==> src/rtl/demux_pkg.sv <==
// rtl/demux_pkg.sv - shared types and constants for the 1:N stream demux
package demux_pkg;
  typedef enum logic {MODE_UNICAST, MODE_BROADCAST} mode_e;
  typedef enum logic [1:0] {F_EMPTY, F_ONE, F_FULL} fifo_state_e;
  localparam int DROP_CNT_W = 16;
endpackage

==> src/rtl/demux_fifo2.sv <==
// rtl/demux_fifo2.sv - 2-entry per-channel buffer; head register drives the output directly
module demux_fifo2
  import demux_pkg::*;
#(
  parameter int W = 8
) (
  input  logic         clk,
  input  logic         rst_n,
  input  logic         push,
  input  logic [W-1:0] push_data,
  output logic         out_valid,
  input  logic         out_ready,
  output logic [W-1:0] out_data,
  output logic         full
);

  fifo_state_e state, state_nx;
  logic [W-1:0] head, tail;
  logic         pop;

  assign pop       = out_valid && out_ready;
  assign out_valid = (state != F_EMPTY);
  assign full      = (state == F_FULL);
  assign out_data  = head;

  always_ff @(posedge clk or negedge rst_n) begin
    if (!rst_n) state <= F_EMPTY;
    else        state <= state_nx;
  end

  // Push in FULL cannot occur: the top withholds in_ready for full targets.
  always_comb begin
    state_nx = state;
    case (state)
      F_EMPTY: if (push) state_nx = F_ONE;
      F_ONE: begin
        if (push && !pop)      state_nx = F_FULL;
        else if (pop && !push) state_nx = F_EMPTY;
      end
      F_FULL:  if (pop) state_nx = F_ONE;
      default: state_nx = F_EMPTY;
    endcase
  end

  always_ff @(posedge clk or negedge rst_n) begin
    if (!rst_n) begin
      head <= '0;
      tail <= '0;
    end else begin
      case (state)
        F_EMPTY: if (push) head <= push_data;
        F_ONE: begin
          if (push && pop) head <= push_data;
          else if (push)   tail <= push_data;
        end
        F_FULL:  if (pop) head <= tail;
        default: ;
      endcase
    end
  end

endmodule

==> src/rtl/stream_demux_n.sv <==
// rtl/stream_demux_n.sv - 1:N demux, unicast or masked broadcast, buffered per channel
module stream_demux_n
  import demux_pkg::*;
#(
  parameter  int N  = 4,
  parameter  int W  = 8,
  localparam int SW = $clog2(N)
) (
  input  logic                  clk,
  input  logic                  rst_n,
  input  logic                  in_valid,
  output logic                  in_ready,
  input  logic [W-1:0]          in_data,
  input  logic                  in_mode,
  input  logic [SW-1:0]         in_sel,
  input  logic [N-1:0]          in_mask,
  output logic [N-1:0]          out_valid,
  input  logic [N-1:0]          out_ready,
  output logic [N*W-1:0]        out_data,
  output logic                  err_sel,
  input  logic                  err_clr,
  output logic [DROP_CNT_W-1:0] drop_cnt
);

  localparam logic [DROP_CNT_W-1:0] DROP_MAX = '1;
  localparam logic [DROP_CNT_W-1:0] DROP_ONE = DROP_CNT_W'(1);

  mode_e        mode;
  logic [N-1:0] hit, tgt, full, push;
  logic         sel_ok, accept;

  assign mode = mode_e'(in_mode);

  // Out-of-range select yields an all-zero hit vector, so the beat is dropped.
  always_comb begin
    hit = '0;
    for (int i = 0; i < N; i++) hit[i] = (int'(in_sel) == i);
  end

  assign sel_ok = |hit;
  assign tgt    = (mode == MODE_BROADCAST) ? in_mask : hit;

  // Registered FIFO state only: no path from out_ready to in_ready.
  assign in_ready = rst_n && ((tgt & full) == '0);
  assign accept   = in_valid && in_ready;
  assign push     = {N{accept}} & tgt;

  for (genvar g = 0; g < N; g++) begin : g_ch
    demux_fifo2 #(.W(W)) u_fifo (
      .clk       (clk),
      .rst_n     (rst_n),
      .push      (push[g]),
      .push_data (in_data),
      .out_valid (out_valid[g]),
      .out_ready (out_ready[g]),
      .out_data  (out_data[g*W +: W]),
      .full      (full[g])
    );
  end

  always_ff @(posedge clk or negedge rst_n) begin
    if (!rst_n)                                         err_sel <= 1'b0;
    else if (accept && mode == MODE_UNICAST && !sel_ok) err_sel <= 1'b1;
    else if (err_clr)                                   err_sel <= 1'b0;
  end

  always_ff @(posedge clk or negedge rst_n) begin
    if (!rst_n)
      drop_cnt <= '0;
    else if (accept && tgt == '0 && drop_cnt != DROP_MAX)
      drop_cnt <= drop_cnt + DROP_ONE;
  end

endmodule

==> config.mk <==
export PLATFORM = sky130hd
export DESIGN_NAME = stream_demux_n
export DESIGN_NICKNAME = d
export VERILOG_FILES = /design/src/rtl/demux_pkg.sv /design/src/rtl/demux_fifo2.sv /design/src/rtl/stream_demux_n.sv
export SDC_FILE = /design/constraint.sdc
export NUM_CORES = 1
export LEC_CHECK = 0
export CAP_MARGIN = 20
export CORE_UTILIZATION = 30
export CTS_CLUSTER_DIAMETER = 150
export DETAILED_ROUTE_END_ITERATION = 6
export GPL_ROUTABILITY_DRIVEN = 0
export GPL_TIMING_DRIVEN = 1
export PLACE_DENSITY = 0.62
export SKIP_CTS_REPAIR_TIMING = 1
export SYNTH_ARGS = -nofsm -noshare
export SYNTH_HDL_FRONTEND = slang
export SYNTH_SLANG_ARGS = --single-unit
==> constraint.sdc <==
create_clock -name clk -period 2.4 [get_ports clk]
set_clock_uncertainty 0.2 [all_clocks]
set_input_delay 0.36 -clock clk [delete_from_list [all_inputs] [get_ports clk]]
set_output_delay 0.36 -clock clk [all_outputs]
set_load 0.05 [all_outputs]
* Word-level counts from Yosys, hierarchy flattened
Cells that the tools add are included.
Storage, ports and cells: register bits after elaboration 89, input port bits 23, output and inout bits 54, logic and storage cells 149
Cells by class: add/subtract/negate cells 1, eq/ne operators 28, mux-type cells 39, bitwise operators 7, reduce and logical (&&, ||, !) cells 60
Operators with widths (count):
- $mux 8 | 12
- $pmux 8 s3 | 4
- $mux 2 | 16
- $pmux 2 s3 | 4
- $reduce_and 3->1 | 8
- $logic_and 1x1->1 | 22
- $add 16x1->16 const B | 1
- $ne 16x16->1 const B | 1
- $ne 2x2->1 const B | 8
- $reduce_and 4->1 | 4
- $eq 2x2->1 const B | 6
- $ne 3x1->1 const B | 4
- $reduce_bool 3->1 | 4
- $eq 2x1->1 const B | 5
- $logic_not 2->1 | 5
- $reduce_bool 2->1 | 5
- $logic_not 1->1 | 9
- $and 4x4->4 | 2
- $logic_not 4->1 | 2
- $ne 2x1->1 const B | 4
- $not 1->1 | 5
- $mux 4 | 1
- $reduce_or 4->1 | 1
- $mux 1 | 2

* Depth between registers and ports, before layout
Gate-level depths: netlist of run 1.
word-level depth 12, gate-level depth with buffers 9, gate-level depth less buffers 7

* Hierarchy
A second synthesis of run 1 with hierarchy kept.
Second synthesis, totals: cell total of the unflattened synthesis 348, area, all modules 4479.3 sq um
By module, submodules not included:
- demux_fifo2 | times used 4, cells each 61, area each 842.1 sq um
- stream_demux_n | times used 1, cells each 104, area each 1111.1 sq um

* Least setup slack after synthesis of run 1
No wires, ideal clock.
path type input -> output, from input in_mode, to output in_ready, data arrival time 2482 ps, required time 1840 ps, slack -642 ps, cell stages on the path 6, buffers on the path 2, path through buf_4 > and3b_1 > o21ai_1 > nor3b_4 > buf_4 > nor3b_1
Between the ends: cells in the longest elaborated chain, start to end 4
Ends and longest elaborated chain:
- start: declaration | line stream_demux_n.sv:14 | input logic in_mode,
- $mux 4 | line stream_demux_n.sv:41 | assign tgt = (mode == MODE_BROADCAST) ? in_mask : hit;
- $and 4x4->4 | line stream_demux_n.sv:44 | assign in_ready = rst_n && ((tgt & full) == '0);
- $logic_not 4->1 | line stream_demux_n.sv:44
- $logic_and 1x1->1 | line stream_demux_n.sv:44
- end: declaration | line stream_demux_n.sv:12 | output logic in_ready,
No other way between the ends.

* Final worst setup path of run 1
from register g_ch[2].u_fifo.state[1], to output in_ready
Between the ends: cells in the longest elaborated chain, start to end 4
Ends and longest elaborated chain:
- start: declaration | line demux_fifo2.sv:17 | fifo_state_e state, state_nx;
- start signal: assignment | line demux_fifo2.sv:28 | else state <= state_nx;
- $eq 2x2->1 | line demux_fifo2.sv:23 | assign full = (state == F_FULL);
- $and 4x4->4 | line stream_demux_n.sv:44
- $logic_not 4->1 | line stream_demux_n.sv:44
- $logic_and 1x1->1 | line stream_demux_n.sv:44
No other way between the ends.

==> metrics.txt, run 1 <==
status=finished clean; IO Count=77; CTS Sinks=89; max cap viols=0; Sw Pwr=1750 uW; largest net degree at the start of global routing=68; sequential element share of the synthesized area=54.4%; Synth Cell Area=4100 um2; post-synth top area share=54.4%; Area growth, synth to finish=39.4%; grt ovf=0; Max Fclk=417 MHz; reg2reg start=g_ch[2].u_fifo.state[1]; Die ar.=14100 um2; NumNets Final=476; clk buf depth=2; power per cell area=878 nW/um2; cell internal pwr=3270 uW; synthesized area per cell=12.3 um2; Finished Core Util=43.0%; Post-synth top flop=dfrtp_1; drt pass-1 iters=4; Hold WS=49.0 ps; RSZ-0062 raised after global routing=true; # diodes=0; critical path class=flop to output port; switch share=34.8%; clock share of power=28.1%; Worst setup EP type=output port; DP Area=5330 um2; DRT iter0 DRCs=126; Yosys cell types=50; CTS Buf Count=9; Worst Hold Class=input port to asynchronous set/reset pin; FP Rows=42; Leak=0.00253 uW; H-tree depth=3; Routed WL per cell=15.8 um; Slew @ Worst Pin=853 ps; Starting Density=30.8%; Req. time, crit path=1840 ps; first-pass GRT wire length=16500 um; IO buf count=76; Post-Syn Instances=333; syn_nets=357; DR vias/cell=4.91; die height=119 um; top post-synthesis cells by area=dfrtp_1 54%, mux2_2 8.5%, o22a_1 6.8%; clk root buf=clkbuf_16; setup tns final=0 ps; design area=5710 um2; Final Hold Viols=0; initial antenna violation count=0; vias post-DR=3096; Post-DP HPWL=7260 um; ANT nets after route=0; Final Cycle Share=99.8%; fin crit period=2400 ps; critical-path maximum fanout=6; final total power=5010 uW; top cell type by total area after synthesis=dfrtp_1; Final Routed Wirelength=10000 um; Yosys reg bits=89; async set-or-reset flop fraction in the synthesized netlist=100%; # setup viols final=0; Max-slew headroom=43.1%; CTS tree=built; Worst Setup SP=g_ch[2].u_fifo.state[1]; clk_lat worst skew=340 ps; sequential cell fraction of total power=39.7%; residual DRC count=0; vias in the first global route=3252; synth warn=0; Max VDD drop=0.000555 V; combinational power share=32.2%; Critical Path Source Type=flop; share of layout cells above drive strength 1=24.8%; die width=119 um; Slew Limit Fails=0; Reg clk slew, reported paths=60 ps; Global Route Usage Sum=15.0%; Placeable Area=13300 um2; Crit path arrival time=1840 ps; Post-synth EDFFs=0
==> placed cells by master (no fill, tap or decap), types with 4 or more instances in the layout <==
master,synthesis,routed
a21oi_1,7,7
and3_1,5,5
buf_4,6,38
clkbuf_16,0,9
clkdlybuf4s50_1,0,66
dfrtp_1,89,86
dlymetal6s2s_1,0,8
inv_1,4,4
mux2_2,31,31
nand2_1,22,21
nand2b_1,6,6
nand3_1,5,5
nand4_1,11,11
nor2_1,10,9
nor2b_1,4,4
nor3_1,7,7
nor3b_4,3,4
o21a_1,32,32
o22a_1,32,32
xnor2_1,10,10
xor2_1,5,5
==> routing by layer <==
| metal | global-route usage, % | vias to the layer above | wire (um) |
|---|---|---|---|
| met1 | 19.8 | 1548 | 4670 |
| met2 | 23.9 | 69 | 4840 |
| met5 | 0 | - | 0 |
| met3 | 3.78 | 12 | 367 |
| li1 | - | 1467 | - |
| met4 | 5.38 | 0 | 124 |
==> logic make-up after synthesis <==
logic type	synth area share (%)
compound gates	16.2
xor+xnor	3.21
fa+ha+maj	0.305
buf+inv	2.05
flops	54.4
mux	9.04
simple gates	14.8
==> final timing paths <==
kind | endpoint | slack (ps) | cells past startpoint
worst max-delay path | in_ready | 4 | 6
worst min-delay path | drop_cnt[3] | 50 | 2
worst max register to register | drop_cnt[14] | 130 | 10
worst min register to register | g_ch[1].u_fifo.out_data[3] | 290 | 1
max in group asynchronous | g_ch[1].u_fifo.tail[1] | 1330 | 3
min in group clk | g_ch[1].u_fifo.out_data[3] | 290 | 1
==> layout make-up <==
type                            count  area (um2)
Clock buffer                       10         239
Clock inverter                      4        55.1
Fill cell                        1267        7580
Inverter                            4        15.0
Multi-Input combinational cell    230        1810
Sequential cell                    89        2230
Tap cell                          176         220
Timing Repair Buffer              118        1140
==> stage by stage <==
stage	worst slack [ps]	std cells
after global routing	-80.0	631
after detailed placement	-519	611
after CTS	-366	625
final	4.31	631
after floorplan	26.7	333
after global placement	-406	611
==> power groups by stage <==
stage	sequential [uW]	combinational, uW	clock, uW
6_report	1990	1620	1410
5_1_grt	2030	1700	1510
4_1_cts	1990	1620	1460
3_5_place_dp	2020	1610	0
3_3_place_gp	2010	1600	0
2_1_floorplan	2610	416	0
==> worst max-delay path: stages (launching register included) <==
cell	delay, ps
dfrtp_2	440
nand4b_1	140
nand2_2	90
nor3b_4	270
buf_6	140
nor3b_4	230
buf_12	170
==> state kept, by name (all words and copies together), names as in the netlist <==
name	cells
err_sel	1
g_ch.u_fifo.out_data	32
g_ch.u_fifo.tail	32
g_ch.u_fifo.state	8
drop_cnt	16
==> Yosys cell counts (all sizes together), types with 5 or more instances <==
| library cell | n |
|---|---|
| mux2 | 32 |
| and3 | 5 |
| nand3 | 6 |
| nand2 | 23 |
| xnor2 | 10 |
| dfrtp | 89 |
| nor3 | 7 |
| nor2 | 10 |
| o21a | 32 |
| o22a | 32 |
| buf | 8 |
| nand2b | 6 |
| xor2 | 5 |
| nand4 | 13 |
| a21oi | 9 |
Power figures use the tool's default switching activity.
==> run 2, diff against run 1 <==
--- a/config.mk
+++ b/config.mk
@@ -11,6 +11,7 @@
 export DETAILED_ROUTE_END_ITERATION = 6
 export GPL_ROUTABILITY_DRIVEN = 0
 export GPL_TIMING_DRIVEN = 1
+export HOLD_SLACK_MARGIN = 0.05
 export PLACE_DENSITY = 0.62
 export SKIP_CTS_REPAIR_TIMING = 1
 export SYNTH_ARGS = -nofsm -noshare
==> results of run 2 <==
The final DEF is identical to that of run 1; final timing and power are the same.
